File: config.mk
export PLATFORM = sky130hd
export DESIGN_NAME = mux8_scan_ctrl
export DESIGN_NICKNAME = d
export VERILOG_FILES = /design/src/rtl/mux8_scan_pkg.sv /design/src/rtl/scan_dwell_timer.sv /design/src/rtl/mux8_scan_ctrl.sv
export SDC_FILE = /design/constraint.sdc
export NUM_CORES = 1
export LEC_CHECK = 0
export ABC_AREA = 1
export CORE_UTILIZATION = 40
export DETAILED_ROUTE_END_ITERATION = 7
export HOLD_SLACK_MARGIN = 0.15
export PLACE_DENSITY_LB_ADDON = 0.12
export SYNTH_ARGS = -nofsm -noshare
export SYNTH_HDL_FRONTEND = slang
export SYNTH_SLANG_ARGS = --single-unit
File: constraint.sdc
create_clock -name clk -period 1.9 [get_ports clk]
set_clock_uncertainty 0.15 [all_clocks]
set_input_delay 0.285 -clock clk [delete_from_list [all_inputs] [get_ports clk]]
set_output_delay 0.285 -clock clk [all_outputs]
set_load 0.01 [all_outputs]
File: src/rtl/mux8_scan_pkg.sv
`default_nettype none
// +--------------------------------------------------------------------------+
// | Module   : mux8_scan_pkg                                                 |
// | Purpose  : Shared widths, constants and state encoding for the mux scan. |
// | Revision : 1.0 - initial release                                         |
// +--------------------------------------------------------------------------+
package mux8_scan_pkg;

    localparam int c_sel_w  = 3;
    localparam int c_data_w = 8;
    localparam int c_cnt_w  = 4;

    localparam logic [c_sel_w-1:0] c_sel_first = 3'd0;
    localparam logic [c_sel_w-1:0] c_sel_last  = 3'd7;

    typedef enum logic [1:0] {
        ST_IDLE   = 2'd0,
        ST_SETTLE = 2'd1,
        ST_SAMPLE = 2'd2,
        ST_DONE   = 2'd3
    } scan_state_e;

endpackage : mux8_scan_pkg
`default_nettype wire

File: src/rtl/scan_dwell_timer.sv
`default_nettype none
// +--------------------------------------------------------------------------+
// | Module   : scan_dwell_timer                                              |
// | Purpose  : Loadable down-counter that stops at zero; times settle dwell. |
// | Revision : 1.0 - initial release                                         |
// +--------------------------------------------------------------------------+
module scan_dwell_timer
    import mux8_scan_pkg::*;
(
    input  logic               clk,
    input  logic               rst_n,
    input  logic               load,
    input  logic [c_cnt_w-1:0] load_val,
    input  logic               tick,
    output logic               zero
);

    logic [c_cnt_w-1:0] count_q;
    logic [c_cnt_w-1:0] count_d;

    // Load has priority so a reload in the sampling cycle never loses a tick.
    always_comb begin
        count_d = count_q;
        if (load) begin
            count_d = load_val;
        end else if (tick && (count_q != '0)) begin
            count_d = count_q - 1'b1;
        end
    end

    always_ff @(posedge clk or negedge rst_n) begin
        if (!rst_n) begin
            count_q <= '0;
        end else begin
            count_q <= count_d;
        end
    end

    assign zero = (count_q == '0);

endmodule : scan_dwell_timer
`default_nettype wire

File: src/rtl/mux8_scan_ctrl.sv
`default_nettype none
// +--------------------------------------------------------------------------+
// | Module   : mux8_scan_ctrl                                                |
// | Purpose  : Walks an external 8:1 mux through all selects, settling DWELL |
// |            cycles per select, and rebuilds the word from its output.     |
// |            Define MUX8_SCAN_CHECK_EN to add the sticky mismatch check.   |
// | Revision : 1.0 - initial release                                         |
// +--------------------------------------------------------------------------+
module mux8_scan_ctrl
    import mux8_scan_pkg::*;
#(
    parameter int unsigned DWELL = 5
) (
    input  logic                clk,
    input  logic                rst_n,
    input  logic                start,
    input  logic [c_data_w-1:0] data_in,
    output logic                busy,
    output logic                mux_en,
    output logic [c_sel_w-1:0]  mux_sel,
    output logic [c_data_w-1:0] mux_in,
    input  logic                mux_out,
    output logic [c_data_w-1:0] result,
`ifdef MUX8_SCAN_CHECK_EN
    output logic                mismatch,
`endif
    output logic                done
);

    localparam logic [c_cnt_w-1:0] c_dwell_load = c_cnt_w'(DWELL - 1);

    scan_state_e         state_q;
    scan_state_e         state_d;
    logic [c_sel_w-1:0]  sel_q;
    logic [c_sel_w-1:0]  sel_d;
    logic [c_data_w-1:0] mux_in_q;
    logic [c_data_w-1:0] mux_in_d;
    logic [c_data_w-1:0] result_q;
    logic [c_data_w-1:0] result_d;
    logic                en_q;
    logic                en_d;

    logic w_load;
    logic w_tick;
    logic w_zero;

    scan_dwell_timer u_dwell (
        .clk      (clk),
        .rst_n    (rst_n),
        .load     (w_load),
        .load_val (c_dwell_load),
        .tick     (w_tick),
        .zero     (w_zero)
    );

    always_comb begin
        state_d  = state_q;
        sel_d    = sel_q;
        mux_in_d = mux_in_q;
        result_d = result_q;
        en_d     = en_q;
        w_load   = 1'b0;
        w_tick   = 1'b0;

        case (state_q)
            ST_IDLE: begin
                if (start) begin
                    mux_in_d = data_in;
                    sel_d    = c_sel_first;
                    en_d     = 1'b1;
                    result_d = '0;
                    w_load   = 1'b1;
                    state_d  = ST_SETTLE;
                end
            end
            ST_SETTLE: begin
                w_tick = 1'b1;
                if (w_zero) begin
                    state_d = ST_SAMPLE;
                end
            end
            ST_SAMPLE: begin
                result_d[sel_q] = mux_out;
                // Select is left at the last value after a scan; only start reloads it.
                if (sel_q == c_sel_last) begin
                    en_d    = 1'b0;
                    state_d = ST_DONE;
                end else begin
                    sel_d   = sel_q + 1'b1;
                    w_load  = 1'b1;
                    state_d = ST_SETTLE;
                end
            end
            ST_DONE: begin
                state_d = ST_IDLE;
            end
            default: begin
                state_d = ST_IDLE;
            end
        endcase
    end

    always_ff @(posedge clk or negedge rst_n) begin
        if (!rst_n) begin
            state_q  <= ST_IDLE;
            sel_q    <= '0;
            mux_in_q <= '0;
            result_q <= '0;
            en_q     <= 1'b0;
        end else begin
            state_q  <= state_d;
            sel_q    <= sel_d;
            mux_in_q <= mux_in_d;
            result_q <= result_d;
            en_q     <= en_d;
        end
    end

`ifdef MUX8_SCAN_CHECK_EN
    logic mism_q;
    logic mism_d;

    // Sticky across the whole scan so any single bad sample is reported at done.
    always_comb begin
        mism_d = mism_q;
        if ((state_q == ST_IDLE) && start) begin
            mism_d = 1'b0;
        end else if ((state_q == ST_SAMPLE) && (mux_out != mux_in_q[sel_q])) begin
            mism_d = 1'b1;
        end
    end

    always_ff @(posedge clk or negedge rst_n) begin
        if (!rst_n) begin
            mism_q <= 1'b0;
        end else begin
            mism_q <= mism_d;
        end
    end

    assign mismatch = mism_q;
`endif

    assign busy    = (state_q != ST_IDLE);
    assign done    = (state_q == ST_DONE);
    assign mux_en  = en_q;
    assign mux_sel = sel_q;
    assign mux_in  = mux_in_q;
    assign result  = result_q;

endmodule : mux8_scan_ctrl
`default_nettype wire

# [Word-level counts from Yosys, hierarchy flattened]
# Index checks and enable logic that the tools add are counted.
[totals] word_cells=52 ff_bits=26
[op_classes] eq_ne=8 addsub=2 n_mux=21 n_lt_le_gt_ge=2 reduce_logical=13
[ops] op="$pmux 8 s2" count=1
[ops] op="$bwmux 8" count=1
[ops] op="$mux 4" count=2
[ops] op="$mux 8" count=1
[ops] op="$pmux 2 s4" count=1
[ops] op="$mux 1" count=6
[ops] op="$mux 2" count=3
[ops] op="$mux 3" count=2
[ops] op="$ne 2x2->1 const B" count=3
[ops] op="$pmux 3 s2" count=1
[ops] op="$reduce_and 2->1" count=3
[ops] op="$reduce_and 3->1" count=2
[ops] op="$reduce_bool 2->1" count=3
[ops] op="$eq 2x2->1 const B" count=2
[ops] op="$logic_not 4->1" count=1
[ops] op="$lt 3x4->1 const B" count=1
[ops] op="$pmux 1 s2" count=2
[ops] op="$reduce_bool 4->1" count=1
[ops] op="$sub 4x1->4 const B" count=1
[ops] op="$add 3x1->3 const B" count=1
[ops] op="$demux 1 s3" count=1
[ops] op="$eq 3x3->1 const B" count=1
[ops] op="$ge 3x1->1 const B" count=1
[ops] op="$eq 2x1->1 const B" count=1
[ops] op="other kinds (3)" count=4

# [Logic depth before layout (Yosys ltp)]
[depth] ltp_word=6 ltp_mapped=7

# [By module]
# Synthesis repeated with hierarchy kept, for this count alone.
[unflattened] cells_unflattened=192 area_unflattened_um2=1440.1
[by_module_without_submodules] module="mux8_scan_ctrl" n_inst=1 cells_per_inst=146 area_per_inst_um2=1144.8 seq_area_each_um2=550.5
[by_module_without_submodules] module="scan_dwell_timer" n_inst=1 cells_per_inst=46 area_per_inst_um2=295.3 seq_area_each_um2=100.1

# [Least setup slack after synthesis]
# OpenSTA, ideal clock, no wires.
[synth_path] path_kind="register to register" from="register sel_q[0] (netlist: mux_sel[0])" to="register sel_q[2] (netlist: mux_sel[2])" path_stages_with_launch=8 synth_period_minus_slack_ps=1555 path_slack_ps=345 t_arrival_ps=1322 setup_time_ps=83 path_buffers=0 required_time_ps=1667 path_cell_list="dfrtp_1 ha_1 ha_1 a21oi_1 nand2_2 inv_2 nand3_1 o21ai_0"
[synth_via] elab_chain_cells=3
[synth_lines] item="start, declared" line="mux8_scan_ctrl.sv:34" text="logic [c_sel_w-1:0] sel_q;"
[synth_lines] item="start signal, assigned" line="mux8_scan_ctrl.sv:112" text="sel_q <= sel_d;"
[synth_lines] item="$add 3x1->3 / $eq 3x3->1 (equally long branches)" line="mux8_scan_ctrl.sv:89, mux8_scan_ctrl.sv:85"
[synth_lines] item="$mux 3 / $ne 2x2->1 (equally long branches)"
[synth_lines] item="$pmux 3 s2 / $reduce_and 3->1 (equally long branches)"
# Several ways; a longest one is shown, not always the timed one. The select of a mux whose other input is x is not followed.
# A chain may end at the register's enable or synchronous reset.

# [Worst setup path in the final report]
[layout_path] from="register state_q[1]" to="output done"
[layout_via] elab_chain_cells=1
[layout_lines] item="start, declared" line="mux8_scan_ctrl.sv:32" text="scan_state_e state_q;"
[layout_lines] item="start signal, assigned" line="mux8_scan_ctrl.sv:111" text="state_q <= state_d;"
[layout_lines] item="$eq 2x2->1" line="mux8_scan_ctrl.sv:145" text="assign done = (state_q == ST_DONE);"
[layout_lines] item="end, declared" line="mux8_scan_ctrl.sv:27" text="output logic done"
# No other way between the ends.

==> out/metrics.yaml <==
outcome: "finished with violations"
failed_checks: "DRC"
tritoncts_clock_tree: "yes"
layout_cells_sized_above_1_pct: 10.0
drt.antenna.violating_nets: 0
slew_headroom_pct: 77.7
gr-total-overflow: 0
grt_start_max_net_pins: 27
layout.filler_cells: 267
netSwitchingPower_mw: 0.786
time_the_worst_path_needs_with_i_o_delays_and_setup_ns: 1.82
die_h_um: 57.2
synth-seq-area-share_pct: 53.4
synthesis.yosys.warnings: 0
via_count_of_the_first_global_routing_pass: 1016
die_width_um: 57.2
power_after_layout_mw: 2.05
max_freq_ghz: 0.549
post_synth_instance_area_mm2: 0.00122
finish.net_count: 206
synth-compound-area-share_pct: 7.60
cp_data_arrival_time_ns: 1.39
power_per_cell_area_mw_per_mm2: 1240
timing.rr.start: "mux_sel[0]$_DFFE_PN0P_"
yosys.area_share.simple_pct: 28.4
clock_latency_on_the_worst_skew_pair_ns: 0.32
start_util_pct: 43.1
worst_setup_hold_path_clk_slew_ns: 0.14
stdcell_count: 221
setup.worst_path.start: "state_q[1]$_DFFE_PN0P_"
clock_tree.buffer_depth: 2
detailed_place_hpwl_um: 1850
timing.setup.tns_ns: 0
clockRootBuffer: "sky130_fd_sc_hd__clkbuf_4"
hold_path.class: "primary input to async pin"
port_buffers: 33
critical_path_class: "flip-flop to output pin"
area_share_of_xor_xnor_cells_in_the_synthesized_design_pct: 0.719
vdd_ir_drop_max_mv: 0.614
layout-area-overhead-vs-synth_pct: 35.6
ys_ff_latch: 26
final_hold_viol_count: 0
drc_errors: 4
detail_route.wirelength_um: 2510
power.share.clock_pct: 13.7
maxSlewViolCount: 0
power.static_leakage_nw: 0.837
category_of_the_worst_setup_path_launch_point: "flip-flop"
antenna_found_initial: 0
synth_top_family_by_area: "simple AND/OR/NAND/NOR gates"
detailroute.via_count: 1057
top_level_ports: 34
synthesis.instances: 150
p_seq_share_pct: 40.3
end_kind: "output pin"
synth-adder-area-share_pct: 3.08
power.switching_fraction_pct: 38.3
total_clock_buffers_created_by_cts: 3
synthMuxAreaShare_pct: 0
floorplan.die_area_mm2: 0.00327
final.period_utilization_pct: 95.9
first_pass_detailed_route_iteration_total: 6
placedCellCount: 215
worst-path-max-fanout: 3
grt_first_pass_wirelength_um: 4400
drt_first_iter_violations: 35
wire_per_inst_um: 11.4
cts_max_level: 1
clock_sink_count: 26
grt_setup_unrepaired: "no"
antenna_cells: 0
vias_per_std_cell: 4.78
tightest_slew_ns: 0.335
core.rowCount: 19
synth.net_count: 165
layout.cells.most_common_list: "sky130_fd_sc_hd__nand2_1, sky130_fd_sc_hd__clkdlybuf4s50_1, sky130_fd_sc_hd__dfrtp_1, sky130_fd_sc_hd__inv_1, sky130_fd_sc_hd__nor2_1"
finalWeightedCongestion: 0.765
combinational_fraction_of_design_power_pct: 46.0
layout.cells.most_common: "sky130_fd_sc_hd__nand2_1"
core_mm2: 0.00283
ctsHoldBuffers: 0
drv_cap: 0
syn-mean-instance-area_um2: 8.12
critPathRequiredTime_ns: 1.46
internal_power_mw: 1.26
synth.distinct_cells: 18
timing.reg2reg.setup_slack_ns: 0.23
global_route.usage.total_pct: 17.2
timing.final.setup_violations: 0
synthesized netlist by cell type:
cell,instances,area (um^2)
sky130_fd_sc_hd__a21oi_1,2,10.0
sky130_fd_sc_hd__buf_6,1,11.3
sky130_fd_sc_hd__dfrtp_1,26,651
sky130_fd_sc_hd__ha_1,3,37.5
sky130_fd_sc_hd__inv_1,16,60.1
sky130_fd_sc_hd__inv_2,3,11.3
sky130_fd_sc_hd__nand2_1,55,206
sky130_fd_sc_hd__nand2_2,4,25.0
sky130_fd_sc_hd__nand2_4,1,11.3
sky130_fd_sc_hd__nand3_1,8,40.0
sky130_fd_sc_hd__nand4_1,1,6.26
sky130_fd_sc_hd__nor2_1,12,45.0
sky130_fd_sc_hd__nor2_2,1,6.26
sky130_fd_sc_hd__o21ai_0,8,40.0
sky130_fd_sc_hd__o21ai_1,1,5.00
sky130_fd_sc_hd__o22ai_1,6,37.5
sky130_fd_sc_hd__or2_1,1,6.26
sky130_fd_sc_hd__xor2_1,1,8.76
cells by family (layout without fill, tap and decap cells):
| group | after synthesis | count (layout) |
|---|---|---|
| adders and majority gates | 3 | 3 |
| buffers and inverters | 20 | 60 |
| DFF | 26 | 26 |
| AOI/OAI and AO/OA | 17 | 17 |
| and+or+nand+nor | 83 | 83 |
| xor gates and xnor gates | 1 | 1 |
through the flow:
step | worst slack [ns] | hold slack, ns | utilization (%) | cell area [um^2]
after global routing | 0.0247 | 0.192 | 58.4 | 1650
after floorplan | 0.345 | -0.161 | - | 1220
after detailed placement | 0.259 | 0.314 | 56.3 | 1590
after global placement | 0.316 | 0.305 | 56.3 | 1590
final | 0.0777 | 0.156 | 58.4 | 1650
after CTS | 0.0210 | 0.166 | 58.3 | 1650
registers in the layout, indices dropped and copies added, names as in the netlist:
register         count
mux_en               1
mux_in               8
mux_sel              3
result               8
state_q              2
u_dwell.count_q      4
power by group through the flow:
| stage | combinational (mW) | clock, mW | sequential (mW) |
|---|---|---|---|
| after floorplan | 0.491 | 0 | 0.870 |
| after global placement | 0.893 | 0 | 0.834 |
| after detailed placement | 0.910 | 0 | 0.840 |
| after CTS | 0.960 | 0.290 | 0.828 |
| after global routing | 1.06 | 0.308 | 0.848 |
| final | 0.943 | 0.280 | 0.827 |
critical path, cell delays in order (launching register included):
cell,delay (ns)
sky130_fd_sc_hd__dfrtp_1,0.43
sky130_fd_sc_hd__nand2_1,0.07
sky130_fd_sc_hd__inv_1,0.05
sky130_fd_sc_hd__clkdlybuf4s50_1,0.52
routing by layer:
layer  global-route usage [%]  vias to the layer above  wire (um)
met2                     27.9                       23       1230
met4                     6.27                        0         16
met5                        0                        -          0
met3                     3.17                        2        127
li1                         -                      549          -
met1                     23.1                      483       1130
path summary, 6_finish.rpt:
kind,end,depth (start not counted)
max,done,3
min reg2reg,mux_en$_DFFE_PN0P_,2
max reg2reg,mux_sel[1]$_DFFE_PN0P_,7
min,result[5]$_DFFE_PN0P_,2
max in group asynchronous,mux_sel[2]$_DFFE_PN0P_,2
min in group clk,mux_in[7]$_DFFE_PN0P_,3
cell type report:
cell class | instances | area (um^2) | share of cell area, %
inverter | 19 | 71.3 | 4.31
timing repair buffer | 37 | 363 | 22.0
multi-input combinational | 104 | 490 | 29.7
clock buffer | 4 | 36.3 | 2.20
tap | 31 | 38.8 | 2.35
sequential | 26 | 653 | 39.5
what timing repair did:
item	CTS	global route
gates resized for setup	2	2
setup endpoints to repair	1	2
endpoints found under the hold margin	0	0
gates cloned	0	0
setup buffers	2	0
Power figures use the tool's default switching activity.
